$ cat src/rtl/booth_seq_mult_if.sv
// ---------------------------------------------------------------------------
// booth_seq_mult_if
// Request/result bundle for the sequential Booth multiplier.
//   start        : request a multiply (honoured only while busy is low)
//   signed_mode  : 1 = two's-complement operands, 0 = unsigned
//   input1       : multiplicand, W bits
//   input2       : multiplier, W bits
//   busy         : operation in progress
//   done         : one-cycle pulse, result valid
//   result       : 2W-bit product
//   count        : Booth steps completed in current/last operation
// master drives the request side, slave is the multiplier.
// ---------------------------------------------------------------------------
interface booth_seq_mult_if #(
    parameter int W     = 4,
    parameter int CNT_W = $clog2(W + 2)
);
    logic               start;
    logic               signed_mode;
    logic [W-1:0]       input1;
    logic [W-1:0]       input2;
    logic               busy;
    logic               done;
    logic [2*W-1:0]     result;
    logic [CNT_W-1:0]   count;

    modport master (
        output start, signed_mode, input1, input2,
        input  busy, done, result, count
    );

    modport slave (
        input  start, signed_mode, input1, input2,
        output busy, done, result, count
    );
endinterface

$ cat src/rtl/booth_seq_mult.sv
// ---------------------------------------------------------------------------
// booth_seq_mult
// Radix-2 Booth multiplier, one step per clock, W+1 steps per operation.
// Operands are widened to W+1 bits (sign- or zero-extended) so the same
// datapath produces exact signed and unsigned products.
// Ports:
//   clk   : clock, rising edge
//   reset : asynchronous, active-high; aborts any operation, clears outputs
//   bus   : booth_seq_mult_if.slave (start/signed_mode/input1/input2 in,
//           busy/done/result/count out)
// ---------------------------------------------------------------------------
module booth_seq_mult #(
    parameter int W     = 4,
    parameter int CNT_W = $clog2(W + 2)
) (
    input  logic             clk,
    input  logic             reset,
    booth_seq_mult_if.slave  bus
);

    typedef enum logic [1:0] {IDLE, RUN, DONE} state_t;

    state_t                 state;
    state_t                 state_nxt;

    logic signed [W:0]      a;          // accumulator
    logic signed [W:0]      m;          // extended multiplicand
    logic        [W:0]      q;          // extended multiplier, shifts out LSB-first
    logic                   qm1;        // Q-1 bit
    logic        [2*W-1:0]  result_r;
    logic        [CNT_W-1:0] count_r;

    logic signed [W:0]      a_step;
    logic signed [W:0]      a_shf;
    logic        [W:0]      q_shf;
    logic                   accept;
    logic                   last_step;

    // Widen an operand to W+1 bits; the top bit is the sign only in signed mode.
    function automatic logic signed [W:0] extend(input logic [W-1:0] v,
                                                 input logic         sm);
        return $signed({sm & v[W-1], v});
    endfunction

    // Booth recode on {Q0,Q-1}; W+1-bit wrap-around is intended.
    function automatic logic signed [W:0] booth_add(input logic signed [W:0] acc,
                                                    input logic signed [W:0] mc,
                                                    input logic [1:0]        pair);
        case (pair)
            2'b10:   return acc - mc;
            2'b01:   return acc + mc;
            default: return acc;
        endcase
    endfunction

    assign accept    = bus.start && (state != RUN);
    assign last_step = (state == RUN) && (count_r == CNT_W'(W));

    // Step datapath: add/sub then arithmetic shift right of {A,Q,Q-1}.
    always_comb begin
        a_step = booth_add(a, m, {q[0], qm1});
        a_shf  = a_step >>> 1;
        q_shf  = {a_step[0], q[W:1]};
    end

    // FSM state register
    always_ff @(posedge clk or posedge reset) begin
        if (reset) begin
            state <= IDLE;
        end else begin
            state <= state_nxt;
        end
    end

    // FSM next state
    always_comb begin
        state_nxt = state;
        case (state)
            IDLE:    if (bus.start) state_nxt = RUN;
            RUN:     if (last_step) state_nxt = DONE;
            DONE:    state_nxt = bus.start ? RUN : IDLE;
            default: state_nxt = IDLE;
        endcase
    end

    // Datapath registers; result only moves on the final step.
    always_ff @(posedge clk or posedge reset) begin
        if (reset) begin
            a        <= '0;
            m        <= '0;
            q        <= '0;
            qm1      <= 1'b0;
            result_r <= '0;
            count_r  <= '0;
        end else if (accept) begin
            a        <= '0;
            m        <= extend(bus.input1, bus.signed_mode);
            q        <= extend(bus.input2, bus.signed_mode);
            qm1      <= 1'b0;
            count_r  <= '0;
        end else if (state == RUN) begin
            a        <= a_shf;
            q        <= q_shf;
            qm1      <= q[0];
            count_r  <= count_r + CNT_W'(1);
            if (last_step) begin
                // low 2W bits of the 2(W+1)-bit {A,Q}
                result_r <= {a_shf[W-2:0], q_shf};
            end
        end
    end

    assign bus.busy   = (state == RUN);
    assign bus.done   = (state == DONE);
    assign bus.result = result_r;
    assign bus.count  = count_r;

endmodule

$ cat src/flat_wrapper.sv
// flat-port wrapper written by rule: the top's interface ports become plain ports
module booth_seq_mult_flat 
#(
    parameter int W     = 4,
    parameter int CNT_W = $clog2(W + 2)
)
  (clk, reset, bus_start, bus_signed_mode, bus_input1, bus_input2, bus_busy, bus_done, bus_result, bus_count);
  booth_seq_mult_if #(.W(W), .CNT_W(CNT_W)) bus_i ();
  input  logic clk;
  input  logic reset;
  input wire logic [$bits(bus_i.start)-1:0] bus_start;
  input wire logic [$bits(bus_i.signed_mode)-1:0] bus_signed_mode;
  input wire logic [$bits(bus_i.input1)-1:0] bus_input1;
  input wire logic [$bits(bus_i.input2)-1:0] bus_input2;
  output wire logic [$bits(bus_i.busy)-1:0] bus_busy;
  output wire logic [$bits(bus_i.done)-1:0] bus_done;
  output wire logic [$bits(bus_i.result)-1:0] bus_result;
  output wire logic [$bits(bus_i.count)-1:0] bus_count;
  assign bus_i.start = bus_start;
  assign bus_i.signed_mode = bus_signed_mode;
  assign bus_i.input1 = bus_input1;
  assign bus_i.input2 = bus_input2;
  assign bus_busy = bus_i.busy;
  assign bus_done = bus_i.done;
  assign bus_result = bus_i.result;
  assign bus_count = bus_i.count;
  booth_seq_mult #(.W(W), .CNT_W(CNT_W)) u_core (.clk(clk), .reset(reset), .bus(bus_i));
endmodule
$ cat config.mk
export PLATFORM = sky130hd
export DESIGN_NAME = booth_seq_mult_flat
export DESIGN_NICKNAME = d
export VERILOG_FILES = /design/src/rtl/booth_seq_mult_if.sv /design/src/rtl/booth_seq_mult.sv /design/src/flat_wrapper.sv
export SDC_FILE = /design/constraint.sdc
export NUM_CORES = 1
export LEC_CHECK = 0
export ABC_AREA = 1
export CAP_MARGIN = 20
export CORE_MARGIN = 3
export CORE_UTILIZATION = 39
export CTS_CLUSTER_DIAMETER = 30
export DETAILED_ROUTE_END_ITERATION = 10
export GPL_ROUTABILITY_DRIVEN = 0
export PLACE_DENSITY_LB_ADDON = 0.3
export SLEW_MARGIN = 25
export SYNTH_ARGS = -nofsm -noshare
export SYNTH_HDL_FRONTEND = slang
export SYNTH_SLANG_ARGS = --single-unit
$ cat constraint.sdc
create_clock -name clk -period 1.9 [get_ports clk]
set_input_delay 0.285 -clock clk [delete_from_list [all_inputs] [get_ports clk]]
set_output_delay 0.285 -clock clk [all_outputs]
set_load 0.005 [all_outputs]
==> impl_metrics.csv, run 1 <==
group,metric,value,unit
power,power.density,1900,mW/mm²
setup_path,max_stage_delay,0.40,ns
sta,finalClockSkew,0.00247,ns
sta,setup_viol_count_final,0,
layout,num_antenna_cells,0,
yosys,syn_area_per_cell,8.60,µm²
yosys,ys_seq_area_share,47.1,%
layout,fin_area,0.00194,mm²
sta,tightest_slew,0.354,ns
placed_design,dp_hpwl,2.45,mm
drt,vias,1242,
sta,hold_violations,0,
drt,dr.pass1.iters,4,
min_path,hold_class,"input pin to async pin",
sta,final.setup.worst_slack,0.0477,ns
drt,via_per_inst,4.93,
sta,fmax,540,MHz
sta,maxSlewViolCount,0,
clocking,cts_tree,"done",
clocking,cts-root-buf,"clkbuf_8",
yosys,syn_inst,173,
power,max-vdd-ir-drop,867,µV
yosys,synth_area,0.00149,mm²
clocking,clk_pin_slew,0.09,ns
yosys,synth_top_area_cell,"dfrtp_1",
setup_path,cp_slowest_cell,"fa_2",
sta,rsz0062_at_grt,"true",
setup_path,crit_chain,"inv_1 > ha_1 > nand2_1 > o21ai_1 > fa_2 > xnor2_1 > nand2_1 > o21ai_0 > o21ai_0",
setup_path,critical_path_class,"flop to flop",
yosys,netlist.area_leader.share,47.1,%
yosys,synth.area.top_cells,"dfrtp_1 (47%), nand2_1 (13%), ha_1 (7.6%)",
layout,finalNetCount,229,
run,maxCapViolations,0,
sta,fin_hold_ws,0.368,ns
sta,fin_crit_sh,97.5,%
yosys,synth_seq_cells,28,
global_route,grt_pass1_vias,1217,
layout,layout.cells.non_filler,252,
clocking,insertion_delay,0.27,ns
setup_path,start_kind,"flop",
floorplan,start_util,42.6,%
layout,post-route-util,55.5,%
global_route,antenna_found_initial,0,
setup_path,required,2.06,ns
setup_path,crit_path_max_fanout,2,
global_route,grt_max_degree,29,
placed_design,pre_cts_ws,-0.0762,ns
drt,drtIter0Drc,76,
global_route,grt_use_total,15.6,%
drt,wl_per_cell,13.1,µm
sta,period_needed,1.85,ns
drt,postRouteAntennaNets,0,
placed_design,io_buffers,24,
floorplan,dieArea,0.00459,mm²
power,finalPower,3.68,mW
clocking,cts_max_path_buffers,2,
floorplan,dieHeight,67.8,µm
drt,drcViolationCount,0,
clocking,clock_sinks,28,
floorplan,die_w,67.8,µm
yosys,synth_warnings,0,
layout,area_growth,30.4,%
clocking,cts_made_buffers,3,
placed_design,dpl_cell_area,0.00180,mm²
layout,drive_above_1_share,17.5,%
placed_design,dp_cells,247,
global_route,overflow,0,
clocking,htreeDepth,1,
floorplan,placementRows,21,
clocking,cts_hold_repair.buffers,0,
outcome,outcome,"finished clean",
floorplan,coreArea,0.00349,mm²
yosys,syn_nets,195,
global_route,grt_pass1_wl,5.31,mm
yosys,ys_types,23,
sta,relSlewSlack,76.4,%
setup_path,end_kind,"flop",
floorplan,io_pins,25,
sta,final.setup.tns,0,ns
drt,wirelength,3.31,mm
power,p_leak,0.947,nW
setup_path,crit_arrival,2.01,ns
## final cells by class
cell class / count / area [µm²]
clock buffers: 3 / 41.3
well taps: 46 / 57.6
multi-input cells: 113 / 698
flip-flops and latches: 28 / 701
repair buffers: 32 / 300
fillers: 315 / 1560
clock inverters: 1 / 30.0
inverters: 29 / 111
## report_power, final
| group | switching (mW) | internal (mW) | total [mW] |
|---|---|---|---|
| registers | 0.180 | 0.866 | 1.05 |
| clock network | 0.181 | 0.282 | 0.463 |
| logic | 1.21 | 0.964 | 2.17 |
| total | 1.57 | 2.11 | 3.68 |
## worst max-delay path: cells and delay by family (launching register included)
family | cells | cell delay [ns]
buffers and inverters | 1 | 0.06
AO/OA/AOI/OAI | 3 | 0.33
flip-flops | 1 | 0.36
AND/OR/NAND/NOR | 2 | 0.12
adder cells (fa/ha/maj) | 2 | 0.68
XOR/XNOR | 1 | 0.19
## metal layers
metal | GRT usage, % | share of wire [%] | wire, µm | vias up
met5 | 0 | 0 | 0 | -
met1 | 19.0 | 43 | 1430 | 577
met3 | 3.99 | 5.3 | 176 | 4
met2 | 27.2 | 50 | 1670 | 38
li1 | - | - | - | 623
met4 | 3.80 | 1.0 | 34 | 0
## flip-flops by register name (all words and copies together), names as in the netlist
signal	cells
u_core.state	2
u_core.qm1	1
u_core.q	5
u_core.bus.count	3
u_core.m	5
u_core.a	4
u_core.bus.result	8
## final timing paths
check	from	to	slack (ns)	cells after the start
setup / recovery	u_core.m[0]	u_core.bus.result[6]	0.05	9
hold / removal	reset	u_core.q[1]	0.37	3
setup reg to reg	u_core.m[0]	u_core.bus.result[6]	0.05	9
hold reg to reg	u_core.bus.result[3]	u_core.bus.result[3]	0.49	2
max in group asynchronous	reset	u_core.a[3]	1.27	3
min in group clk	u_core.bus.result[3]	u_core.bus.result[3]	0.49	2
## layout by cell type (no fill, tap or decap)
master           count
a21oi_2              3
a22oi_1              1
a22oi_2              1
a31oi_1              1
a31oi_4              1
buf_4                8
bufinv_16            1
clkbuf_8             3
clkdlybuf4s50_1     24
dfrtp_1             28
fa_2                 1
ha_1                 8
ha_4                 1
inv_1               22
inv_2                6
inv_4                1
nand2_1             52
nand2_2              3
nand3_1             10
nor2_1               3
nor2_4               1
o211ai_1             2
o21ai_0              8
o21ai_1              5
o21ai_2              5
o221ai_1             4
o22ai_1              1
xnor2_1              1
xor2_2               1
## kinds of logic (layout without fill, tap and decap cells)
| group | after synthesis | after routing | synth area share, % |
|---|---|---|---|
| buffers and inverters | 32 | 65 | 9.76 |
| DFF | 28 | 28 | 47.1 |
| AOI/OAI and AO/OA | 32 | 32 | 14.0 |
| adders and majority gates | 10 | 10 | 8.92 |
| xor gates and xnor gates | 2 | 2 | 1.18 |
| and+or+nand+nor | 69 | 69 | 19.1 |
## synthesized netlist by cell type
cell type  instances
fa_1               1
a31oi_1            2
buf_6              3
inv_4              1
inv_1             26
o21ai_2            5
nor2_4             1
o221ai_1           4
o22ai_1            1
a22oi_1            2
ha_1               9
dfrtp_1           28
nand3_1           10
inv_2              2
o211ai_1           2
xor2_1             1
nand2_2            2
o21ai_1            4
o21ai_0            9
nor2_1             3
xnor2_1            1
nand2_1           53
a21oi_1            3
## timing repair
action	4_1_cts	5_1_grt
resized for setup	6	10
endpoints found under the hold margin	0	0
pin swaps	1	10
setup endpoints to repair	7	7
setup buffers	0	1
(Power assumes the default switching activity.)
==> run 2, diff against run 1 <==
==> constraint.sdc (replaced) <==
create_clock -name clk -period 1.9 [get_ports clk]
set_input_delay 0.285 -clock clk [delete_from_list [all_inputs] [get_ports clk]]
set_output_delay 0.285 -clock clk [all_outputs]
set_load 0.1 [all_outputs]
==> run 2 against run 1 <==
  * Core utilization grew 1.5 points
  * Fmax grew 2.6%
  * Wire length shrank 3.4%
  * Critical endpoint is now u_core.a[3]
  * Worst setup slack gained 0.046 ns
  * Register-to-register slack gained 0.05 ns
  * Final area grew 2.6%
  * Via count grew 0.16%
  * Non-clock buffer count grew 1
  * Critical path depth grew 1
  * Clock skew grew 0.0019 ns
==> impl_metrics.csv, run 2 (synthesis results as in run 1) <==
group,metric,value,unit
drt,wirelength,3.19,mm
sta,maxSlewViolCount,0,
setup_path,cp_slowest_cell,"dfrtp_1",
clocking,htreeDepth,1,
global_route,grt_use_total,15.0,%
layout,largest_reg_flops,8,
layout,area_growth,33.8,%
setup_path,start_kind,"flop",
setup_path,crit_path_max_fanout,4,
outcome,outcome,"finished clean",
drt,drtIter0Drc,74,
sta,tightest_slew,0.365,ns
layout,layout_commonest_cell,"nand2_1",
sta,setup_viol_count_final,0,
setup_path,crit_arrival,1.97,ns
sta,period_needed,1.81,ns
clocking,insertion_delay,0.28,ns
sta,final.setup.tns,0,ns
drt,via_per_inst,4.92,
setup_path,required,2.07,ns
global_route,grt_max_degree,29,
clocking,cts_made_buffers,3,
global_route,antenna_found_initial,0,
layout,num_antenna_cells,0,
setup_path,crit_family,"adder cells",
layout,fillCellCount,314,
floorplan,dieArea,0.00459,mm²
floorplan,start_util,42.6,%
layout,finalNetCount,230,
sta,finalClockSkew,0.00440,ns
drt,dr.pass1.iters,4,
sta,fin_crit_sh,95.0,%
setup_path,rr_worst_depth,10,
drt,vias,1244,
setup_path,path_buf_inv,0,
floorplan,io_pins,25,
run,maxCapViolations,0,
setup_path,end_kind,"flop",
floorplan,dieHeight,67.8,µm
drt,wl_per_cell,12.6,µm
clocking,cts-root-buf,"clkbuf_8",
layout,final_cell_mix,"nand2_1 (52), dfrtp_1 (27), inv_1 (23), buf_4 (20), clkdlybuf4s50_1 (11)",
clocking,clock_sinks,28,
clocking,cts_max_path_buffers,2,
clocking,clk_pin_slew,0.09,ns
setup_path,path_common_cell,"nand2_1",
global_route,grt_pass1_wl,5.21,mm
global_route,overflow,0,
setup_path,r2r-start,"u_core.qm1",
floorplan,die_w,67.8,µm
drt,postRouteAntennaNets,0,
sta,rsz0062_at_grt,"true",
sta,hold_violations,0,
placed_design,io_buffers,24,
sta,fmax,554,MHz
setup_path,r2r_setup_slack,0.09,ns
sta,relSlewSlack,75.7,%
clocking,cts_tree,"done",
setup_path,max_stage_delay,0.42,ns
clocking,cts_hold_repair.buffers,0,
layout,drive_above_1_share,28.0,%
global_route,grt_pass1_vias,1167,
setup_path,worstReg2RegEnd,"u_core.a[3]",
placed_design,dp_hpwl,2.34,mm
layout,post-route-util,57.0,%
min_path,hold_class,"input pin to async pin",
setup_path,critical_path_class,"flop to flop",
drt,drcViolationCount,0,
floorplan,placementRows,21,
setup_path,crit_chain,"ha_4 > a31oi_4 > xor2_1 > ha_1 > nand2_1 > nand2_1 > a21oi_2 > nand3_1 > nand3_1 > nand2_1",
floorplan,coreArea,0.00349,mm²
==> run 2: final cells by class <==
| type | instances | area (µm²) | area share, % |
|---|---|---|---|
| Clock buffer | 3 | 41.3 | 2.07 |
| Clock inverter | 1 | 30.0 | 1.51 |
| Inverter | 29 | 114 | 5.72 |
| Multi-Input combinational cell | 113 | 746 | 37.5 |
| Sequential cell | 28 | 702 | 35.3 |
| Tap cell | 46 | 57.6 | 2.89 |
| Timing Repair Buffer | 33 | 300 | 15.1 |
==> run 2: what timing repair did <==
action / CTS / global route
endpoints found under the setup margin: 6 / 7
setup buffers: 0 / 3
pin swaps: 3 / 14
resized for setup: 7 / 19
==> run 2: worst max-delay path by stage <==
| stage | start | to | cells after the start |
|---|---|---|---|
| final | u_core.qm1 | u_core.a[3] | 10 |
| after global routing | u_core.m[0] | u_core.a[3] | 11 |
| after CTS | u_core.m[0] | u_core.a[1] | 9 |
| after detailed placement | u_core.m[0] | u_core.a[1] | 9 |
| after global placement | u_core.m[0] | u_core.a[1] | 9 |
| after floorplan | u_core.bus.count[1] | u_core.bus.result[0] | 8 |
==> run 2: worst reg2reg max path, cell delays in order (launching register included) <==
cell	delay, ns
dfrtp_1	0.42
ha_4	0.20
a31oi_4	0.15
xor2_1	0.18
ha_1	0.29
nand2_1	0.08
nand2_1	0.06
a21oi_2	0.12
nand3_1	0.08
nand3_1	0.07
nand2_1	0.05
==> run 2: metal layers <==
| metal | routed length (µm) | global-route usage [%] | up-vias |
|---|---|---|---|
| met5 | 0 | 0 | - |
| met1 | 1440 | 20.2 | 583 |
| met2 | 1570 | 24.5 | 30 |
| met4 | 11 | 2.28 | 0 |
| met3 | 171 | 4.16 | 2 |
| li1 | - | - | 629 |
==> run 2: through the flow <==
stage	cell area (µm²)	instances	worst slack, ns	hold slack, ns
after global routing	1990	253	-0.0166	0.425
after detailed placement	1790	246	-0.0827	0.465
after floorplan	1490	173	0.0472	0.350
after CTS	1880	250	0.0139	0.380
final	1990	253	0.0941	0.367
after global placement	1790	246	-0.0402	0.456
Power of run 2 is not shown: default switching activity piles up to over one toggle a cycle in this logic, so the estimate is an artifact.
==> run 3, diff against run 2 <==
--- a/config.mk
+++ b/config.mk
@@ -7,7 +7,7 @@
 export LEC_CHECK = 0
 export ABC_AREA = 1
 export CAP_MARGIN = 20
-export CORE_MARGIN = 3
+export CORE_MARGIN = 2
 export CORE_UTILIZATION = 39
 export CTS_CLUSTER_DIAMETER = 30
 export DETAILED_ROUTE_END_ITERATION = 10
==> run 3 against run 2 <==
  * Global-route usage increased by 0.60 points
  * Worst hold slack improved by 0.0012 ns
  * Clock-buffer cell count increased by 1
  * Highest routed layer unchanged
  * First-iteration DRC count decreased by 43%
  * Register-to-register slack worse by 0.09 ns
  * Die area down 5.8%
  * Critical endpoint unchanged
==> impl_metrics.csv, run 3 (synthesis results as in run 1) <==
group,metric,value,unit
outcome,outcome,"finished clean",
global_route,grt_max_degree,29,
floorplan,start_util,40.6,%
drt,drtIter0Drc,42,
global_route,grt_use_total,15.6,%
placed_design,dp_cells,248,
floorplan,coreArea,0.00366,mm²
floorplan,io_pins,25,
setup_path,end_kind,"flop",
floorplan,dieHeight,65.8,µm
placed_design,io_buffers,24,
global_route,overflow,0,
layout,layout.cells.non_filler,254,
layout,final_cell_mix,"nand2_1 (53), dfrtp_1 (27), inv_1 (24), buf_4 (19), clkdlybuf4s50_1 (11)",
setup_path,rr_worst_depth,12,
layout,finalNetCount,229,
clocking,insertion_delay,0.27,ns
clocking,htreeDepth,1,
layout,drive_above_1_share,23.8,%
setup_path,start_kind,"flop",
layout,largest_reg_flops,8,
sta,maxSlewViolCount,0,
min_path,hold_class,"input pin to async pin",
sta,fin_crit_sh,99.8,%
sta,tightest_slew,0.360,ns
setup_path,crit_chain,"inv_2 > ha_4 > inv_2 > a21oi_1 > a22oi_2 > ha_1 > nand2_1 > inv_1 > a21oi_2 > nand3_1 > nand3_1 > nand2_1",
setup_path,crit_path_max_fanout,4,
floorplan,die_w,65.8,µm
clocking,cts_tree,"done",
clocking,clk_pin_slew,0.10,ns
setup_path,r2r_setup_slack,0.003,ns
clocking,cts_made_buffers,3,
setup_path,worstReg2RegEnd,"u_core.a[3]",
layout,num_antenna_cells,0,
placed_design,dp_hpwl,2.32,mm
global_route,grt_pass1_wl,5.22,mm
layout,post-route-util,52.8,%
drt,dr.pass1.iters,4,
floorplan,dieArea,0.00432,mm²
setup_path,crit_arrival,2.06,ns
sta,fin_hold_ws,0.368,ns
clocking,clock_sinks,28,
setup_path,max_stage_delay,0.38,ns
drt,via_per_inst,4.83,
drt,wirelength,3.26,mm
sta,relSlewSlack,76.0,%
sta,setup_viol_count_final,0,
setup_path,r2r-start,"u_core.q[0]",
sta,finalClockSkew,0.00681,ns
layout,area_growth,30.0,%
setup_path,critical_path_class,"flop to flop",
sta,hold_violations,0,
floorplan,placementRows,22,
global_route,grt_pass1_vias,1136,
drt,drcViolationCount,0,
layout,layout_commonest_cell,"nand2_1",
setup_path,required,2.06,ns
clocking,cts-root-buf,"clkbuf_8",
drt,postRouteAntennaNets,0,
clocking,cts_max_path_buffers,2,
global_route,antenna_found_initial,0,
run,maxCapViolations,0,
drt,vias,1228,
drt,wl_per_cell,12.8,µm
sta,final.setup.worst_slack,0.00323,ns
sta,fmax,527,MHz
placed_design,pre_cts_ws,-0.0910,ns
sta,rsz0062_at_grt,"true",
setup_path,cp_slowest_cell,"dfrtp_1",
sta,period_needed,1.90,ns
==> run 3: metrics by stage <==
stage                     cell area (µm²)  TNS [ns]
after floorplan                      1490         0
after global placement               1800    -0.157
after detailed placement             1800    -0.304
after CTS                            1860         0
after global routing                 1930    -0.410
final                                1930         0
==> run 3: worst max-delay path, delay by kind of cell, from the launching register on <==
kind / cells / cell delay (ns)
flip-flops: 1 / 0.38
AND/OR/NAND/NOR: 4 / 0.29
buffers and inverters: 3 / 0.18
AO/OA/AOI/OAI: 3 / 0.45
adder cells (fa/ha/maj): 2 / 0.49
==> run 3: how the worst max path moves through the flow <==
stage	from	end	slack [ns]	cells after the start
after floorplan	u_core.bus.count[1]	u_core.bus.result[0]	0.05	8
after global placement	u_core.m[0]	u_core.a[3]	-0.07	9
after detailed placement	u_core.q[0]	u_core.a[3]	-0.09	10
after CTS	u_core.q[0]	u_core.bus.result[7]	0.01	12
after global routing	u_core.qm1	u_core.a[3]	-0.17	10
final	u_core.q[0]	u_core.a[3]	0.003	12
==> run 3: timing repair <==
| action | 4_1_cts | 5_1_grt |
|---|---|---|
| buffers inserted | 0 | 2 |
| gates resized for setup | 6 | 11 |
| endpoints found under the setup margin | 7 | 7 |
| hold buffers | 0 | 0 |
| pin swaps | 2 | 10 |
==> run 3: final cells by class <==
class                           instances  area, µm²
Sequential cell                        28        702
Clock buffer                            4       55.1
Inverter                               29        111
Fill cell                             337       1730
Tap cell                               48       60.1
Timing Repair Buffer                   32        293
Multi-Input combinational cell        113        713
==> run 3: layer usage <==
layer / global-route usage [%] / part of all wire [%]
met1: 21.6 / 48
met2: 25.0 / 49
met3: 2.91 / 3.2
met4: 4.43 / 0.49
met5: 0 / 0
Power of run 3 is left out for the same reason.
